[src/rtl/freq_gen_pkg.sv]
// Shared definitions for the programmable frequency generator blocks.
// Holds the output-mode encoding, the default counter width and a small mode helper.
// Pure declarations; no logic and no timing of its own.
package freq_gen_pkg;

    // Default width of divisor and phase counter
    localparam int CNT_W_DEF = 24;

    // Output mode encoding
    localparam logic MODE_SQUARE = 1'b0;
    localparam logic MODE_PULSE  = 1'b1;

    // True when the given mode drives the square output
    function automatic logic mode_is_square(input logic mode);
        return (mode == MODE_SQUARE);
    endfunction

endpackage

[src/rtl/div_cfg_shadow.sv]
// Divisor/mode configuration: shadow register, pending flag, zero-divisor rejection.
// Load to div_pend is one cycle; the active value changes on the cycle after an apply request.
// Never stalls the loader: a new load overwrites the shadow, last write wins.
module div_cfg_shadow
    import freq_gen_pkg::*;
#(
    parameter int CNT_W       = CNT_W_DEF,
    parameter int DEFAULT_DIV = 10
) (
    input  logic             clk,
    input  logic             rst,
    input  logic             i_div_load,
    input  logic [CNT_W-1:0] i_div_in,
    input  logic             i_mode_in,
    input  logic             i_apply_req,
    output logic [CNT_W-1:0] o_active_div,
    output logic             o_active_mode,
    output logic             o_shadow_mode,
    output logic             o_apply,
    output logic             o_div_pend,
    output logic             o_div_err
);

    logic [CNT_W-1:0] r_shadow_div;
    logic             r_shadow_mode;
    logic [CNT_W-1:0] r_active_div;
    logic             r_active_mode;
    logic             r_pend;
    logic             r_err;

    logic             w_load_ok;
    logic             w_load_zero;
    logic             w_apply;

    // A zero divisor would never reach terminal count, so it is refused outright
    assign w_load_zero = i_div_load & (i_div_in == '0);
    assign w_load_ok   = i_div_load & (i_div_in != '0);

    // Only a value that was already pending before this cycle may be applied;
    // a load arriving together with the apply request waits for the next one.
    assign w_apply     = i_apply_req & r_pend;

    // Shadow capture of the requested divisor and mode
    always_ff @(posedge clk or posedge rst) begin
        if (rst) begin
            r_shadow_div  <= CNT_W'(DEFAULT_DIV);
            r_shadow_mode <= MODE_SQUARE;
        end else if (w_load_ok) begin
            r_shadow_div  <= i_div_in;
            r_shadow_mode <= i_mode_in;
        end
    end

    // Active configuration, updated only at an apply point
    always_ff @(posedge clk or posedge rst) begin
        if (rst) begin
            r_active_div  <= CNT_W'(DEFAULT_DIV);
            r_active_mode <= MODE_SQUARE;
        end else if (w_apply) begin
            r_active_div  <= r_shadow_div;
            r_active_mode <= r_shadow_mode;
        end
    end

    // Pending flag: a fresh load keeps it set even when an older value is applied now
    always_ff @(posedge clk or posedge rst) begin
        if (rst) begin
            r_pend <= 1'b0;
        end else if (w_load_ok) begin
            r_pend <= 1'b1;
        end else if (w_apply) begin
            r_pend <= 1'b0;
        end
    end

    // One-cycle error pulse for a rejected zero divisor
    always_ff @(posedge clk or posedge rst) begin
        if (rst) begin
            r_err <= 1'b0;
        end else begin
            r_err <= w_load_zero;
        end
    end

    assign o_active_div  = r_active_div;
    assign o_active_mode = r_active_mode;
    assign o_shadow_mode = r_shadow_mode;
    assign o_apply       = w_apply;
    assign o_div_pend    = r_pend;
    assign o_div_err     = r_err;

endmodule

[src/rtl/prog_freq_divider.sv]
// Runtime-programmable divider producing a square wave and a one-cycle terminal-count tick.
// tick/q are registered: they change on the clock after the terminal count.
// No backpressure; ena=0 freezes the phase, loads are accepted at any time.
module prog_freq_divider
    import freq_gen_pkg::*;
#(
    parameter int CNT_W       = CNT_W_DEF,
    parameter int DEFAULT_DIV = 10
) (
    input  logic             clk,
    input  logic             rst,
    input  logic             ena,
    input  logic             sync_clr,
    input  logic [CNT_W-1:0] div_in,
    input  logic             mode_in,
    input  logic             div_load,
    output logic             q,
    output logic             tick,
    output logic             div_pend,
    output logic             div_err
);

    logic [CNT_W-1:0] r_cnt;
    logic             r_q;
    logic             r_tick;

    logic [CNT_W-1:0] w_active_div;
    logic             w_active_mode;
    logic             w_shadow_mode;
    logic             w_apply;
    logic             w_tc;
    logic             w_apply_req;
    logic             w_mode_change;
    logic             w_q_next;

    // Terminal count; active divisor is never zero so the subtraction cannot wrap
    assign w_tc = (r_cnt == (w_active_div - CNT_W'(1)));

    // Pending configuration is taken at an enabled terminal count or at a phase clear
    assign w_apply_req = sync_clr | (ena & w_tc);

    // A mode switch at apply restarts the square output from low
    assign w_mode_change = w_apply & (w_shadow_mode != w_active_mode);

    // Square output toggles at terminal count; pulse mode keeps it low
    assign w_q_next = w_mode_change ? 1'b0 :
                      (mode_is_square(w_active_mode) ? ~r_q : 1'b0);

    div_cfg_shadow #(
        .CNT_W       (CNT_W),
        .DEFAULT_DIV (DEFAULT_DIV)
    ) u_cfg (
        .clk           (clk),
        .rst           (rst),
        .i_div_load    (div_load),
        .i_div_in      (div_in),
        .i_mode_in     (mode_in),
        .i_apply_req   (w_apply_req),
        .o_active_div  (w_active_div),
        .o_active_mode (w_active_mode),
        .o_shadow_mode (w_shadow_mode),
        .o_apply       (w_apply),
        .o_div_pend    (div_pend),
        .o_div_err     (div_err)
    );

    // Phase counter, square output and tick; clear beats enable
    always_ff @(posedge clk or posedge rst) begin
        if (rst) begin
            r_cnt  <= '0;
            r_q    <= 1'b0;
            r_tick <= 1'b0;
        end else if (sync_clr) begin
            r_cnt  <= '0;
            r_q    <= 1'b0;
            r_tick <= 1'b0;
        end else if (ena) begin
            if (w_tc) begin
                r_cnt  <= '0;
                r_q    <= w_q_next;
                r_tick <= 1'b1;
            end else begin
                r_cnt  <= r_cnt + CNT_W'(1);
                r_tick <= 1'b0;
            end
        end else begin
            r_tick <= 1'b0;
        end
    end

    assign q    = r_q;
    assign tick = r_tick;

endmodule

[config.mk]
export PLATFORM = sky130hd
export DESIGN_NAME = prog_freq_divider
export DESIGN_NICKNAME = d
export VERILOG_FILES = /design/src/rtl/freq_gen_pkg.sv /design/src/rtl/div_cfg_shadow.sv /design/src/rtl/prog_freq_divider.sv
export SDC_FILE = /design/constraint.sdc
export NUM_CORES = 1
export LEC_CHECK = 0
export CAP_MARGIN = 20
export CORE_ASPECT_RATIO = 1.5
export CORE_MARGIN = 10
export CORE_UTILIZATION = 51
export CTS_CLUSTER_DIAMETER = 60
export DETAILED_ROUTE_END_ITERATION = 8
export GPL_TIMING_DRIVEN = 0
export PLACE_DENSITY = 0.73
export REMOVE_ABC_BUFFERS = 1
export SYNTH_ARGS = -nofsm -noshare
export SYNTH_HDL_FRONTEND = slang
export SYNTH_SLANG_ARGS = --single-unit
[constraint.sdc]
create_clock -name clk -period 3.01 [get_ports clk]
set_clock_uncertainty 0.15 [all_clocks]
set_input_delay 0.602 -clock clk [delete_from_list [all_inputs] [get_ports clk]]
set_output_delay 0.602 -clock clk [all_outputs]
set_load 0.01 [all_outputs]
==> results of run 1 <==
## layer usage
metal	wire length (um)	global-route usage, %	up-vias
li1	-	-	2376
met1	6566	26.91	2551
met2	8310	34.68	222
met3	804	2.990	51
met4	632	10.54	0
met5	0	0	-
## state kept, by name, indices dropped and copies added, names as in the netlist
name	flops
q	1
r_cnt	24
tick	1
u_cfg.o_active_div	24
u_cfg.o_active_mode	1
u_cfg.o_div_err	1
u_cfg.o_div_pend	1
u_cfg.o_shadow_mode	1
u_cfg.r_shadow_div	24
## final cells by class
type	instances	area, um^2	area share, %
clock buffer	11	232.7	3.347
clock inverter	5	61.31	0.8816
inverter	33	126.4	1.817
multi-input combinational	446	3567	51.30
sequential	78	1961	28.19
tap	117	146.4	2.105
timing repair buffer	80	859.6	12.36
## power groups by stage
stage / clock network (uW) / registers [uW] / logic (uW)
2_1_floorplan: 0 / 1300 / 427
4_1_cts: 1100 / 1340 / 734
6_report: 1090 / 1360 / 823
3_3_place_gp: 0 / 1340 / 594
3_5_place_dp: 0 / 1350 / 636
5_1_grt: 1150 / 1380 / 890
## worst max-delay path: stages (launching register included)
cell	delay [ps]
dfstp_2	570
inv_2	60
ha_4	170
nor3b_4	160
buf_4	140
nand4_1	170
buf_4	180
o21a_1	170
o221ai_2	150
or4_4	570
buf_12	180
buf_6	110
o31ai_2	170
or3b_1	390
## cell usage in the layout (no fill, tap or decap), types with 19 or more instances in the layout
cell type	synthesis	final
buf_4	0	25
clkdlybuf4s50_1	0	31
dfrtp_1	74	71
inv_1	32	29
mux2_2	21	20
nand2_1	63	62
nand3_1	61	61
nor2_1	20	19
o311a_1	23	23
or4_1	29	22
xnor2_1	23	22
xor2_1	23	23
## what timing repair did
action	4_1_cts	5_1_grt
resized for setup	72	56
pin swaps	30	35
endpoints found under the setup margin	52	52
buffers inserted	30	9
gates cloned	3	0
## per-stage QoR
step | TNS, ps | instances | setup WS [ps] | instance area, um^2
2_1_floorplan | -28560 | 555 | -1149 | 5091
3_3_place_gp | -207610 | 705 | -2599 | 5568
3_5_place_dp | -59290 | 713 | -1390 | 5700
4_1_cts | -18820 | 762 | -471.9 | 6574
5_1_grt | -23040 | 770 | -553.5 | 6954
6_report | -18830 | 770 | -483.5 | 6954
## worst min path at each step
stage / from / to
2_1_floorplan: u_cfg.r_shadow_div[10]$_DFFE_PP0P_ / u_cfg.r_shadow_div[10]$_DFFE_PP0P_
3_3_place_gp: u_cfg.r_shadow_div[6]$_DFFE_PP0P_ / u_cfg.r_shadow_div[6]$_DFFE_PP0P_
3_5_place_dp: u_cfg.r_shadow_div[9]$_DFFE_PP0P_ / u_cfg.r_shadow_div[9]$_DFFE_PP0P_
4_1_cts: u_cfg.r_shadow_div[9]$_DFFE_PP0P_ / u_cfg.r_shadow_div[9]$_DFFE_PP0P_
5_1_grt: u_cfg.r_shadow_div[9]$_DFFE_PP0P_ / u_cfg.r_shadow_div[9]$_DFFE_PP0P_
6_report: u_cfg.r_shadow_div[8]$_DFFE_PP0P_ / u_cfg.r_shadow_div[8]$_DFFE_PP0P_
## cell families (layout without fill, tap and decap cells)
family          count (synthesis)  count (layout)  share of synthesized area, %
xor+xnor                       46              46                         7.591
fa+ha+maj                       2               2                        0.4714
compound gates                107             107                         16.62
simple gates                  268             270                         27.58
flops                          78              78                         36.87
mux                            21              21                         4.456
buf+inv                        85             129                         6.412
==> results.json, run 1 <==
{
  "outcome": "complete, but fails checks",
  "violations": "negative setup slack",
  "ys_warn_count": 0,
  "ys_seq_elements": 78,
  "syn_avg_cell_area_um2": 8.744,
  "cts_tree": "done",
  "p_per_area_nw_per_um2": 470.8,
  "antenna_found_initial": 0,
  "htree_levels": 3,
  "final_util_pct": 68.62,
  "wirelength_um": 16310,
  "worstHoldPathCells": 2,
  "hold_class": "flop to flop",
  "grt_usage_pct": 21.45,
  "synth_cells": 607,
  "grt_pass1_vias": 5047,
  "final.setup.worst_slack_ps": -483.5,
  "endpoint": "u_cfg.o_active_div[0]$_DFFE_PP0P_",
  "fp.coreArea_um2": 10130,
  "reg2reg_depth": 13,
  "endpoint_kind": "flop",
  "clock_sinks": 78,
  "cts_root_buf": "clkbuf_16",
  "min_period_over_period_pct": 116.1,
  "synth-edff-count": 0,
  "grt_max_degree": 105,
  "nNetsFinal": 680,
  "clkPwrFrac_pct": 33.4,
  "timing.fmax_mhz": 286.2,
  "yosys-top-cells-area": "dfrtp_1 35%, nand3_1 5.8%, mux2_2 4.5%",
  "power_switching_uw": 1088,
  "total_power_uw": 3274,
  "die_w_um": 103.3,
  "r2r_setup_slack_ps": -480,
  "hpwl_um": 10060,
  "postRouteAntennaNets": 0,
  "die_area_um2": 14970,
  "max_slew_margin_pct": 9.866,
  "maxCapViolations": 0,
  "rsz0062_at_grt": "yes",
  "synthTopCellsByCount": "74 x dfrtp_1, 63 x nand2_1, 61 x nand3_1",
  "async_flop_share_pct": 100.0,
  "drt-initial-drc-count": 329,
  "io_pins": 34,
  "synth_top_area_share_pct": 34.89,
  "syn_area_um2": 5308,
  "synth_top_area_cell": "dfrtp_1",
  "pwr-share-comb_pct": 25.1,
  "fin_crit_ps": 3493,
  "arrival_ps": 3550,
  "tightest_slew_ps": 1352,
  "r2r_end": "u_cfg.o_active_div[0]$_DFFE_PP0P_",
  "peakVddDrop_mv": 0.3631,
  "fillerInstances": 782,
  "overflow": 0,
  "synth_most_common_cell": "dfrtp_1",
  "seq_area_frac_synth_pct": 36.87,
  "setup_viol": 51,
  "p_sw_share_pct": 33.21,
  "clock_latency_ps": 340,
  "diodes": 0,
  "cts_buffers": 9,
  "critPathRequiredTime_ps": 3070,
  "vias_per_cell": 6.753,
  "start_util_pct": 52.37,
  "port-buffer-count": 33,
  "path_clk_slew_ps": 60,
  "yosysUniqueCellTypes": 64,
  "rr_startpoint": "u_cfg.o_active_div[1]$_DFFE_PP1P_",
  "post_route_cells_drive_above_1_share_pct": 27.11,
  "firstDrtPassIters": 6,
  "seq_power_share_pct": 41.4,
  "power.leakage_uw": 0.002630,
  "startpoint_type": "flop",
  "rows": 45,
  "intPower_uw": 2187,
  "avgRoutedWirePerCell_um": 21.19,
  "areaGrowthSynthToFinish_pct": 31.02,
  "vias": 5200,
  "ctsHoldBuffers": 0,
  "hold_viol_final": 0,
  "fin_hold_ws_ps": 369.1,
  "drv_slew": 0,
  "crit_start": "u_cfg.o_active_div[1]$_DFFE_PP1P_",
  "crit_fanout": 7,
  "drcViolationCount": 0,
  "clk_path_buf_depth": 2,
  "grt_pass1_wl_um": 26210,
  "worst-setup-path-type": "flop to flop",
  "gp_congestion": 0.9251,
  "fp.dieH_um": 144.9,
  "synthFlopType": "dfrtp_1"
}
Power figures use the tool's default switching activity.
==> inputs of run 2 (changes only) <==
Settings changed: CORE_ASPECT_RATIO 1.5 to default, SLEW_MARGIN from default to 0.
==> results.json, run 2 (same netlist as run 1, synthesis figures left out) <==
{
  "arrival_ps": 3530,
  "intPower_uw": 2136,
  "path_common_cell": "or4_4",
  "cts_tree": "done",
  "ctsHoldBuffers": 0,
  "final_cell_mix": "69 x dfrtp_1, 63 x nand2_1, 61 x nand3_1, 35 x buf_4, 31 x clkdlybuf4s50_1",
  "power.leakage_uw": 0.002712,
  "grt_pass1_vias": 5000,
  "critPathRequiredTime_ps": 3110,
  "start_util_pct": 51.88,
  "grt_usage_pct": 21.26,
  "firstDrtPassIters": 5,
  "startpoint_type": "flop",
  "diodes": 0,
  "r2r_setup_slack_ps": -420,
  "hold_class": "flop to flop",
  "cts_root_buf": "clkbuf_8",
  "gp_congestion": 0.9196,
  "max_slew_margin_pct": 20.06,
  "path_cells": "inv_2 -> ha_4 -> nor3b_4 -> nand2_1 -> a21oi_2 -> or4b_4 -> or4_4 -> buf_6 -> or4_4 -> o311ai_2",
  "cts_buffers": 9,
  "fp.coreArea_um2": 10230,
  "final_area_um2": 7008,
  "htree_levels": 3,
  "drt-initial-drc-count": 522,
  "endpoint_kind": "flop",
  "violations": "negative setup slack",
  "wirelength_um": 16920,
  "outcome": "complete, but fails checks",
  "mostFrequentLayoutCell": "dfrtp_1",
  "power_switching_uw": 1088,
  "total_power_uw": 3224,
  "drcViolationCount": 0,
  "clkPwrFrac_pct": 29.6,
  "worst-setup-path-type": "flop to flop",
  "clock_sinks": 78,
  "postRouteAntennaNets": 0,
  "placed_area_um2": 5700,
  "min_period_over_period_pct": 114.0,
  "fin_hold_ws_ps": 366.0,
  "drv_slew": 0,
  "setup_viol": 52,
  "grt_pass1_wl_um": 25590,
  "antenna_found_initial": 0,
  "die_area_um2": 14890,
  "hold_viol_final": 0,
  "grt_max_degree": 105,
  "maxCapViolations": 0,
  "io_pins": 34,
  "max_stage_delay_ps": 640,
  "post_route_cells_drive_above_1_share_pct": 28.61,
  "final.setup.worst_slack_ps": -421.4,
  "nNetsFinal": 691,
  "rsz0062_at_grt": "yes",
  "clock_latency_ps": 370,
  "peakVddDrop_mv": 0.2888,
  "clk_path_buf_depth": 2,
  "hpwl_um": 9800,
  "final_cells": 800,
  "slowest_stage": "or4_4",
  "vias": 5398,
  "crit_fanout": 5,
  "timing.fmax_mhz": 291.4,
  "pwr-share-comb_pct": 28.2,
  "die_w_um": 122.0,
  "overflow": 0,
  "avgRoutedWirePerCell_um": 21.15,
  "path_clk_slew_ps": 80,
  "setup_tns_ps": -16300,
  "rows": 37,
  "fp.dieH_um": 122.0,
  "fin_crit_ps": 3431,
  "tightest_slew_ps": 1199,
  "areaGrowthSynthToFinish_pct": 32.04,
  "seq_power_share_pct": 42.2,
  "p_per_area_nw_per_um2": 460.1,
  "p_sw_share_pct": 33.75,
  "vias_per_cell": 6.748,
  "port-buffer-count": 33,
  "place_inst": 731
}
-- run 2: cell count changes in the layout (fill, tap and decap cells not counted), sizes merged --
cell | previous run | this run
buf | 49 | 58
clkinvlp | 0 | 2
inv | 33 | 32
clkinv | 4 | 0
or4 | 31 | 32
bufinv | 1 | 3
clkbuf | 11 | 13
-- run 2: power groups by stage --
| stage | Sequential [uW] | Clock, uW | Combinational [uW] |
|---|---|---|---|
| after floorplan | 1300 | 0 | 427 |
| after global placement | 1340 | 0 | 590 |
| after detailed placement | 1350 | 0 | 625 |
| after CTS | 1330 | 961 | 739 |
| after global routing | 1370 | 998 | 976 |
| final | 1360 | 956 | 909 |
-- run 2: cell type report --
class                   count  area [um^2]
repair buffers             90        892.1
inverters                  33        132.6
clock buffers              12        135.1
fillers                   731         3223
well taps                 136        170.2
multi-input cells         447         3617
clock inverters             4        97.59
flip-flops and latches     78         1963
-- run 2: critical path, delay by kind of cell (launching register included) --
kind / cells / cell delay (ps)
and+or+nand+nor: 5 / 1960
DFF: 1 / 460
buffers and inverters: 2 / 290
AOI/OAI and AO/OA: 2 / 290
adders and majority gates: 1 / 160
-- run 2: stage by stage --
step | utilization [%] | worst slack [ps]
3_5_place_dp | 55.72 | -1423
5_1_grt | 68.50 | -482.0
3_3_place_gp | 54.65 | -2649
6_report | 68.50 | -421.4
4_1_cts | 62.70 | -326.9
2_1_floorplan | - | -1149
-- run 2: final timing paths --
path / cells past startpoint / from / end
max in group asynchronous: 3 / rst / u_cfg.o_active_div[3]$_DFFE_PP1P_
min reg2reg: 2 / u_cfg.r_shadow_div[6]$_DFFE_PP0P_ / u_cfg.r_shadow_div[6]$_DFFE_PP0P_
max reg2reg: 10 / u_cfg.o_active_div[0]$_DFFE_PP0P_ / u_cfg.o_active_div[21]$_DFFE_PP0P_
min: 2 / u_cfg.r_shadow_div[6]$_DFFE_PP0P_ / u_cfg.r_shadow_div[6]$_DFFE_PP0P_
min in group asynchronous: 2 / rst / r_cnt[2]$_DFFE_PP0P_
max: 10 / u_cfg.o_active_div[0]$_DFFE_PP0P_ / u_cfg.o_active_div[21]$_DFFE_PP0P_
-- run 2: timing repair --
action,CTS,global route
cloned,2,3
setup endpoints to repair,61,52
gates resized for setup,55,79
buffers inserted,32,16
pin swaps,26,42
-- run 2: per-layer routing --
metal	routed length, um	share of wire [%]	GRT usage [%]
met2	8031	47	33.38
met1	7091	42	28.43
met5	0	0	0
met4	518	3.1	9.687
met3	1280	7.6	3.006
==> inputs of run 3 (changes only) <==
Settings changed: TNS_END_PERCENT from default to 100.
==> results of run 3 <==
Same layout as run 2: the final DEF is identical, and so are final timing and power.
